[config.mk]
export PLATFORM = sky130hd
export DESIGN_NAME = dsp_mac_sequencer
export DESIGN_NICKNAME = d
export VERILOG_FILES = /design/src/rtl/dsp_seq_pkg.sv /design/src/rtl/dsp_mac_sequencer.sv
export SDC_FILE = /design/constraint.sdc
export NUM_CORES = 1
export LEC_CHECK = 0
export BUFFER_PORTS_ARGS = -buffer_cell sky130_fd_sc_hd__buf_2
export CAP_MARGIN = 20
export CORE_MARGIN = 1.5
export CORE_UTILIZATION = 40
export DETAILED_ROUTE_END_ITERATION = 10
export PLACE_DENSITY_LB_ADDON = 0.25
export SLEW_MARGIN = 25
export SYNTH_ARGS = -nofsm -noshare
export SYNTH_HDL_FRONTEND = slang
export SYNTH_SLANG_ARGS = --single-unit
[constraint.sdc]
create_clock -name clock_i -period 1.8 [get_ports clock_i]
set_input_delay 0.54 -clock clock_i [delete_from_list [all_inputs] [get_ports clock_i]]
set_output_delay 0.54 -clock clock_i [all_outputs]
set_load 0.03 [all_outputs]
[src/rtl/dsp_seq_pkg.sv]
// Shared types and constants for the DSP multiply-accumulate frame sequencer.
package dsp_seq_pkg;

  typedef enum logic [1:0] {
    ST_IDLE  = 2'd0,
    ST_ACCUM = 2'd1,
    ST_DRAIN = 2'd2,
    ST_HOLD  = 2'd3
  } dsp_seq_state_t;

  localparam int DSP_A_W = 20;
  localparam int DSP_B_W = 18;
  localparam int DSP_Z_W = 38;

  localparam logic [2:0] DSP_FEEDBACK_ACC = 3'd0;

endpackage

[src/rtl/dsp_mac_sequencer.sv]
// Frame sequencer for a DSP in accumulate mode: issues operand beats with load_acc
// framing, waits out the DSP latency and returns one dot product per frame.
module dsp_mac_sequencer
  import dsp_seq_pkg::*;
#(
  parameter int DSP_LATENCY = 1,
  parameter int LEN_W       = 16
) (
  input  logic               clock_i,
  input  logic               reset_i,
  input  logic               in_valid_i,
  output logic               in_ready_o,
  input  logic [DSP_A_W-1:0] in_a_i,
  input  logic [DSP_B_W-1:0] in_b_i,
  input  logic               in_sub_i,
  input  logic               in_last_i,
  input  logic               in_unsigned_a_i,
  input  logic               in_unsigned_b_i,
  output logic               out_valid_o,
  input  logic               out_ready_i,
  output logic [DSP_Z_W-1:0] out_z_o,
  output logic [LEN_W-1:0]   out_len_o,
  output logic               busy_o,
  output logic [DSP_A_W-1:0] dsp_a_o,
  output logic [DSP_B_W-1:0] dsp_b_o,
  output logic               dsp_load_acc_o,
  output logic               dsp_subtract_o,
  output logic               dsp_unsigned_a_o,
  output logic               dsp_unsigned_b_o,
  output logic [2:0]         dsp_feedback_o,
  input  logic [DSP_Z_W-1:0] dsp_z_i
);

  dsp_seq_state_t     state_q;
  logic [LEN_W-1:0]   len_q;
  logic [LEN_W-1:0]   out_len_q;
  logic [2:0]         drain_q;
  logic               uns_a_q;
  logic               uns_b_q;
  logic [DSP_Z_W-1:0] out_z_q;
  logic               accept;

  function automatic logic [LEN_W-1:0] sat_inc(input logic [LEN_W-1:0] v);
    return (&v) ? v : v + LEN_W'(1);
  endfunction

  assign in_ready_o     = (state_q == ST_IDLE) || (state_q == ST_ACCUM);
  assign accept         = in_valid_i && in_ready_o;
  assign out_valid_o    = (state_q == ST_HOLD);
  assign busy_o         = (state_q != ST_IDLE);
  assign out_z_o        = out_z_q;
  assign out_len_o      = out_len_q;
  assign dsp_feedback_o = DSP_FEEDBACK_ACC;

  // Operand path is combinational so the DSP sees a beat in its accept cycle;
  // unaccepted cycles feed a zero product so gaps leave the accumulator intact.
  always_comb begin
    dsp_a_o          = '0;
    dsp_b_o          = '0;
    dsp_subtract_o   = 1'b0;
    dsp_load_acc_o   = 1'b0;
    dsp_unsigned_a_o = 1'b0;
    dsp_unsigned_b_o = 1'b0;
    if (accept) begin
      dsp_a_o        = in_a_i;
      dsp_b_o        = in_b_i;
      dsp_subtract_o = in_sub_i;
      dsp_load_acc_o = (state_q == ST_IDLE);
    end
    unique case (state_q)
      ST_IDLE: begin
        dsp_unsigned_a_o = accept && in_unsigned_a_i;
        dsp_unsigned_b_o = accept && in_unsigned_b_i;
      end
      ST_ACCUM, ST_DRAIN: begin
        dsp_unsigned_a_o = uns_a_q;
        dsp_unsigned_b_o = uns_b_q;
      end
      default: ;
    endcase
  end

  always_ff @(posedge clock_i) begin
    if (reset_i) begin
      state_q   <= ST_IDLE;
      len_q     <= '0;
      drain_q   <= '0;
      uns_a_q   <= 1'b0;
      uns_b_q   <= 1'b0;
      out_z_q   <= '0;
      out_len_q <= '0;
    end else begin
      unique case (state_q)
        ST_IDLE: begin
          if (accept) begin
            uns_a_q <= in_unsigned_a_i;
            uns_b_q <= in_unsigned_b_i;
            len_q   <= LEN_W'(1);
            drain_q <= 3'd1;
            state_q <= in_last_i ? ST_DRAIN : ST_ACCUM;
          end
        end
        ST_ACCUM: begin
          if (accept) begin
            len_q   <= sat_inc(len_q);
            drain_q <= 3'd1;
            if (in_last_i) state_q <= ST_DRAIN;
          end
        end
        ST_DRAIN: begin
          // drain_q counts cycles since the last beat; at DSP_LATENCY the
          // final product has reached dsp_z_i.
          if (drain_q == 3'(DSP_LATENCY)) begin
            out_z_q   <= dsp_z_i;
            out_len_q <= len_q;
            state_q   <= ST_HOLD;
          end else begin
            drain_q <= drain_q + 3'd1;
          end
        end
        ST_HOLD: begin
          if (out_ready_i) state_q <= ST_IDLE;
        end
        default: state_q <= ST_IDLE;
      endcase
    end
  end

endmodule
==> key figures, run 1 <==
Run status
  • Status: complete, but fails checks
  • Violated checks: negative setup slack

Clock network
  • CTS max path bufs: 2
  • Clk sinks: 77
  • CTS tree: yes
  • Clk_lat worst skew: 0.35 ns
  • CTS root buffer: clkbuf_8
  • # hold bufs at CTS: 0
  • Clk slew on worst S/H paths: 0.08 ns
  • # H-tree levels: 3
  • Num CTS Buffers: 9

Logic synthesis
  • Synth area leader: dfxtp_1
  • Syn Area/Cell: 7.88 µm²
  • Cell area after synthesis: 3610 µm²
  • Top-count cell post-synth: nand2_1
  • Post-synth EDFFs: 0
  • Top-area cell type share of the netlist area: 42.7%
  • Warnings, synthesis: 0
  • Sequential fraction of the synthesis area: 42.7%
  • Synth async-reset ratio: 0%
  • Top FF cell, synth: dfxtp_1
  • Synth cell types: 48
  • #FFs+latches synth: 77
  • Top cells by count, synth: nand2_1, dfxtp_1, a21oi_1
  • Synth Instances: 458
  • Largest cells by area after synthesis: dfxtp_1, nand2_1, a21oi_1

Timing
  • RSZ-0062 raised after global routing: true
  • Fmax: 456 MHz
  • Final WS setup: -0.393 ns
  • Final hold vios: 0
  • Setup TNS: -15.31 ns
  • Final setup skew: 0.0109 ns
  • Max-slew violations: 0
  • Final worst-path cycle share: 122%
  • Endpoints failing setup: 44
  • Fin crit period: 2.19 ns

Final layout
  • NumNets Final: 765
  • Area Growth Syn to Fin: 61.6%
  • Antenna Diode Count: 0
  • Final Util: 66.9%
  • Share of cells above drive strength 1: 47.9%

Setup path
  • Critical path's slowest cell: dfxtp_4
  • Slowest Stage Delay on Critical Path: 0.39 ns
  • CP Data Required Time: 1.26 ns
  • Type of origin of the critical path: flop
  • CP Data Arrival Time: 1.65 ns
  • Worst Path Max Fanout: 17
  • Setup crit end kind: output pin
  • WS Path Type: flop to output pin
  • Critical path, cell by cell: inv_4 > ha_4 > o21a_4 > buf_16 > and2_4 > buf_6

Hold path
  • Hold crit path type: input pin to flop

Pwr
  • Leak: 0.00265 µW
  • Internal power: 4570 µW
  • Peak supply drop: 1.02 mV
  • Switch share: 39.4%
  • Pwr/cell area: 1290 nW/µm²
  • Logic pwr share: 55.2%
  • NetSw: 2970 µW
  • Clock Power Share: 18.9%
  • Reg power frac: 25.9%

Global routing
  • Total Routing Usage GR: 22.8%
  • Largest net degree at the start of global routing: 67
  • Vias in the first global route: 3932
  • First-pass GRT wire length: 18100 µm
  • GRT Residual Overflow: 0
  • Antenna violations before repair: 0

Detailed routing
  • Final ANT Viol Nets: 0
  • Avg WL per Cell: 14.6 µm
  • Via density: 5.11
  • Total routed wirelength: 11500 µm
  • Number of detailed-route iterations in the first pass: 4
  • Residual DRC count: 0
  • Via count: 4010
  • Iteration-0 DRC Markers: 175

Floorplanning
  • I/O pin cnt: 186
  • FP Rows: 34
  • Die Wd: 98.0 µm
  • Initial Utilization: 41.4%
  • Die ar.: 9610 µm²
  • Core Region: 8720 µm²
  • Chip Height: 98.0 µm

Place
  • Post-DP HPWL: 7560 µm
  • Place WS: -0.0896 ns
  • Placer Congestion: 0.833
  • I/O Buffers: 182

Job
  • Max-Cap Viols: 0
-- layout make-up --
cell class	count	area, µm²
fill	715	2890
sequential	77	1550
inverter	12	57.6
timing repair buffer	234	1730
tap	108	135
clock inverter	6	87.6
multi-input combinational	338	2150
clock buffer	10	128
-- kinds of logic after synthesis --
| family | count (synthesis) | synth area share (%) |
|---|---|---|
| adders and majority gates | 9 | 3.12 |
| other | 1 | 0.104 |
| buffers and inverters | 45 | 5.82 |
| DFF | 77 | 42.7 |
| and+or+nand+nor | 210 | 28.8 |
| AOI/OAI and AO/OA | 116 | 19.5 |
-- final timing paths --
path	start	end	slack [ns]	cells past startpoint
worst max register to register	state_q[0]$_SDFFE_PP0P_	drain_q[0]$_SDFFE_PP0P_	0.01	9
worst min register to register	out_z_o[11]$_SDFFE_PP0P_	out_z_o[11]$_SDFFE_PP0P_	0.45	2
worst max-delay path	state_q[0]$_SDFFE_PP0P_	dsp_b_o[8]	-0.39	6
worst min-delay path	dsp_z_i[7]	out_z_o[7]$_SDFFE_PP0P_	0.42	3
-- stage by stage --
step	instance area, µm²	instances	hold slack [ns]	power, µW
after global routing	5830	785	0.410	7890
after floorplan	3800	460	0.437	4130
after global placement	4970	753	0.439	4960
after detailed placement	4970	753	0.444	5030
after CTS	5680	777	0.409	7290
final	5830	785	0.420	7540
-- cells in the final DEF, fill, tap and decap left out, types with 7 or more instances in the layout --
cell / count
and2_4: 39
o31ai_1: 8
buf_6: 51
nand2_1: 122
clkbuf_8: 9
nand3_1: 9
buf_4: 37
inv_1: 8
nor2_1: 7
buf_2: 137
a21oi_1: 64
dfxtp_1: 75
-- worst max-delay path, delay by kind of cell (launching register included) --
kind	cells	cell delay (ns)
flops	1	0.39
buf+inv	3	0.34
compound gates	1	0.26
fa+ha+maj	1	0.16
simple gates	1	0.14
-- timing repair --
item                                    4_1_cts  5_1_grt
setup buffers                                 7        7
pin swaps                                     9        5
endpoints found under the setup margin       51      112
gates cloned                                  2        1
resized for setup                           121       22
-- layer usage --
| layer | share of wire, % | vias up | routed length [µm] | GRT usage, % |
|---|---|---|---|---|
| met5 | 0 | - | 0 | 0 |
| met4 | 2.3 | 0 | 258 | 7.91 |
| met3 | 4.6 | 24 | 532 | 4.65 |
| met2 | 52 | 108 | 5990 | 40.7 |
| met1 | 41 | 1885 | 4670 | 27.1 |
| li1 | - | 1993 | - | - |
-- sequential cells by signal, summed over array words and instances (netlist names) --
| signal | count |
|---|---|
| out_len_o | 16 |
| uns_b_q | 1 |
| len_q | 16 |
| drain_q | 3 |
| out_z_o | 38 |
| state_q | 2 |
| uns_a_q | 1 |
-- power by group through the flow --
stage / Combinational, µW / Sequential, µW / Clock, µW
6_report: 4160 / 1950 / 1420
5_1_grt: 4400 / 1970 / 1520
4_1_cts: 3890 / 1950 / 1450
3_5_place_dp: 3070 / 1960 / 0
3_3_place_gp: 3010 / 1960 / 0
2_1_floorplan: 1960 / 2170 / 0
Power figures use the tool's default switching activity.
==> run 2, diff against run 1 <==
--- a/config.mk
+++ b/config.mk
@@ -7,6 +7,7 @@
 export LEC_CHECK = 0
 export BUFFER_PORTS_ARGS = -buffer_cell sky130_fd_sc_hd__buf_2
 export CAP_MARGIN = 20
+export CORE_ASPECT_RATIO = 1.5
 export CORE_MARGIN = 1.5
 export CORE_UTILIZATION = 40
 export DETAILED_ROUTE_END_ITERATION = 10
==> run 2 against run 1 <==
  * Final area is 0.13% lower
  * Critical path type unchanged
  * Setup slack better by 0.037 ns
  * The run still ends with negative setup slack left
  * Clock power is 20% higher
  * Total power is 1.9% higher
  * Hold slack better by 0.016 ns
  * Critical endpoint is now dsp_a_o[14]
==> key figures, run 2 (synthesis results as in run 1) <==
Run status
  • Status: complete, but fails checks
  • Violated checks: negative setup slack

Floorplanning
  • Die ar.: 9620 µm²
  • I/O pin cnt: 186
  • FP Rows: 42
  • Die Wd: 80.6 µm
  • Core Region: 8780 µm²
  • Chip Height: 119 µm
  • Initial Utilization: 41.1%

Setup path
  • Setup crit end kind: output pin
  • CP Data Required Time: 1.26 ns
  • WS Path Type: flop to output pin
  • Worst Path Max Fanout: 20
  • CP Data Arrival Time: 1.62 ns
  • Type of origin of the critical path: flop

Clock network
  • Num CTS Buffers: 9
  • # hold bufs at CTS: 0
  • Clk_lat worst skew: 0.33 ns
  • CTS max path bufs: 2
  • # H-tree levels: 3
  • CTS tree: yes
  • Clk sinks: 77
  • Clk slew on worst S/H paths: 0.06 ns
  • CTS root buffer: clkbuf_16

Place
  • I/O Buffers: 182
  • Post-DP HPWL: 7820 µm
  • Placed instance count: 755
  • Placer Congestion: 0.908
  • DP Area: 4960 µm²

Detailed routing
  • Via density: 5.07
  • Via count: 3966
  • Avg WL per Cell: 14.5 µm
  • Iteration-0 DRC Markers: 192
  • Total routed wirelength: 11300 µm
  • Residual DRC count: 0
  • Number of detailed-route iterations in the first pass: 4
  • Final ANT Viol Nets: 0

Final layout
  • Area Growth Syn to Fin: 61.4%
  • Max reg flops: 38
  • NumNets Final: 760
  • Most common cell after layout, fill and taps aside: buf_2
  • Final non-filler cell total: 782
  • Antenna Diode Count: 0
  • Final Util: 66.4%
  • Share of cells above drive strength 1: 49.3%
  • Design area: 5830 µm²
  • Most frequent cells in the layout: buf_2, nand2_1, dfxtp_1

Hold path
  • Hold crit path type: input pin to flop

Timing
  • Hold slack: 0.437 ns
  • Final hold vios: 0
  • Fmax: 464 MHz
  • RSZ-0062 raised after global routing: true
  • Max-slew violations: 0
  • Final WS setup: -0.355 ns
  • Endpoints failing setup: 48
  • Fin crit period: 2.16 ns
  • Final worst-path cycle share: 120%
  • Final setup skew: 0.00751 ns

Pwr
  • Reg power frac: 25.3%
  • Peak supply drop: 0.858 mV
  • Leak: 0.00261 µW
  • Clock Power Share: 22.2%
  • Switch share: 39.0%
  • Logic pwr share: 52.6%
  • NetSw: 3000 µW
  • Tot Pwr: 7680 µW
  • Pwr/cell area: 1320 nW/µm²
  • Internal power: 4680 µW

Global routing
  • Antenna violations before repair: 0
  • Gr busiest metal: met2
  • Vias in the first global route: 3822
  • Largest net degree at the start of global routing: 42
  • GRT met3 Usage: 4.44%
  • Grt met1 use: 23.7%
  • Total Routing Usage GR: 22.4%
  • First-pass GRT wire length: 17000 µm
  • GRT Residual Overflow: 0
  • Met2 GRT Util: 41.6%

Job
  • Max-Cap Viols: 0
-- run 2: cell count changes in the layout (fill, tap and decap cells not counted), moves of 4 or more --
cell and change:
clkbuf_16 +10, o21ai_2 +4, clkbuf_8 -8, o21ai_1 -4, o311ai_0 -4, o311ai_1 +4
-- run 2: path summary, 6_finish.rpt --
path	startpoint	endpoint	slack, ns	cells after the start
worst max-delay path	state_q[0]$_SDFFE_PP0P_	dsp_a_o[14]	-0.36	6
worst min-delay path	dsp_z_i[17]	out_z_o[17]$_SDFFE_PP0P_	0.44	3
worst max register to register	state_q[0]$_SDFFE_PP0P_	len_q[0]$_SDFFE_PP0P_	-0.03	10
worst min register to register	out_len_o[0]$_SDFFE_PP0P_	out_len_o[0]$_SDFFE_PP0P_	0.45	2
-- run 2: what timing repair did --
action | CTS | global route
setup buffers | 2 | 6
resized for setup | 61 | 83
pin swaps | 1 | 15
hold endpoints to repair | 0 | 0
endpoints found under the setup margin | 45 | 65
cloned | 0 | 4
-- run 2: area by class of cell --
type / instances / area [µm²]
sequential: 77 / 1550
clock inverter: 6 / 46.3
inverter: 12 / 52.6
multi-input combinational: 338 / 2170
timing repair buffer: 229 / 1640
clock buffer: 10 / 239
fill: 764 / 2950
tap: 110 / 138
-- run 2: power groups by stage --
stage	registers, µW	logic, µW	clock network [µW]
floorplan	2170	1960	0
CTS	1940	3450	1750
global route	1960	4300	1820
finish	1940	4040	1700
detailed placement	1970	3120	0
global placement	1960	3050	0
-- run 2: per-layer routing --
layer  routed length [µm]  vias to the layer above
met2                 6410                      126
li1                     -                     1989
met5                    0                        -
met1                 4160                     1830
met3                  525                       21
met4                  243                        0
-- run 2: metrics by stage --
| stage | TNS [ns] | worst slack [ns] |
|---|---|---|
| after detailed placement | -2.33 | -0.0658 |
| after global routing | -16.75 | -0.397 |
| final | -13.96 | -0.355 |
| after floorplan | -0.0616 | -0.00158 |
| after global placement | -1.37 | -0.0569 |
| after CTS | -15.52 | -0.379 |
-- run 2: critical path, stage by stage (launching register included) --
cell     delay [ns]
dfxtp_2        0.34
buf_6          0.12
ha_4           0.15
o21a_4         0.23
buf_12         0.16
and2_4         0.14
buf_6          0.13
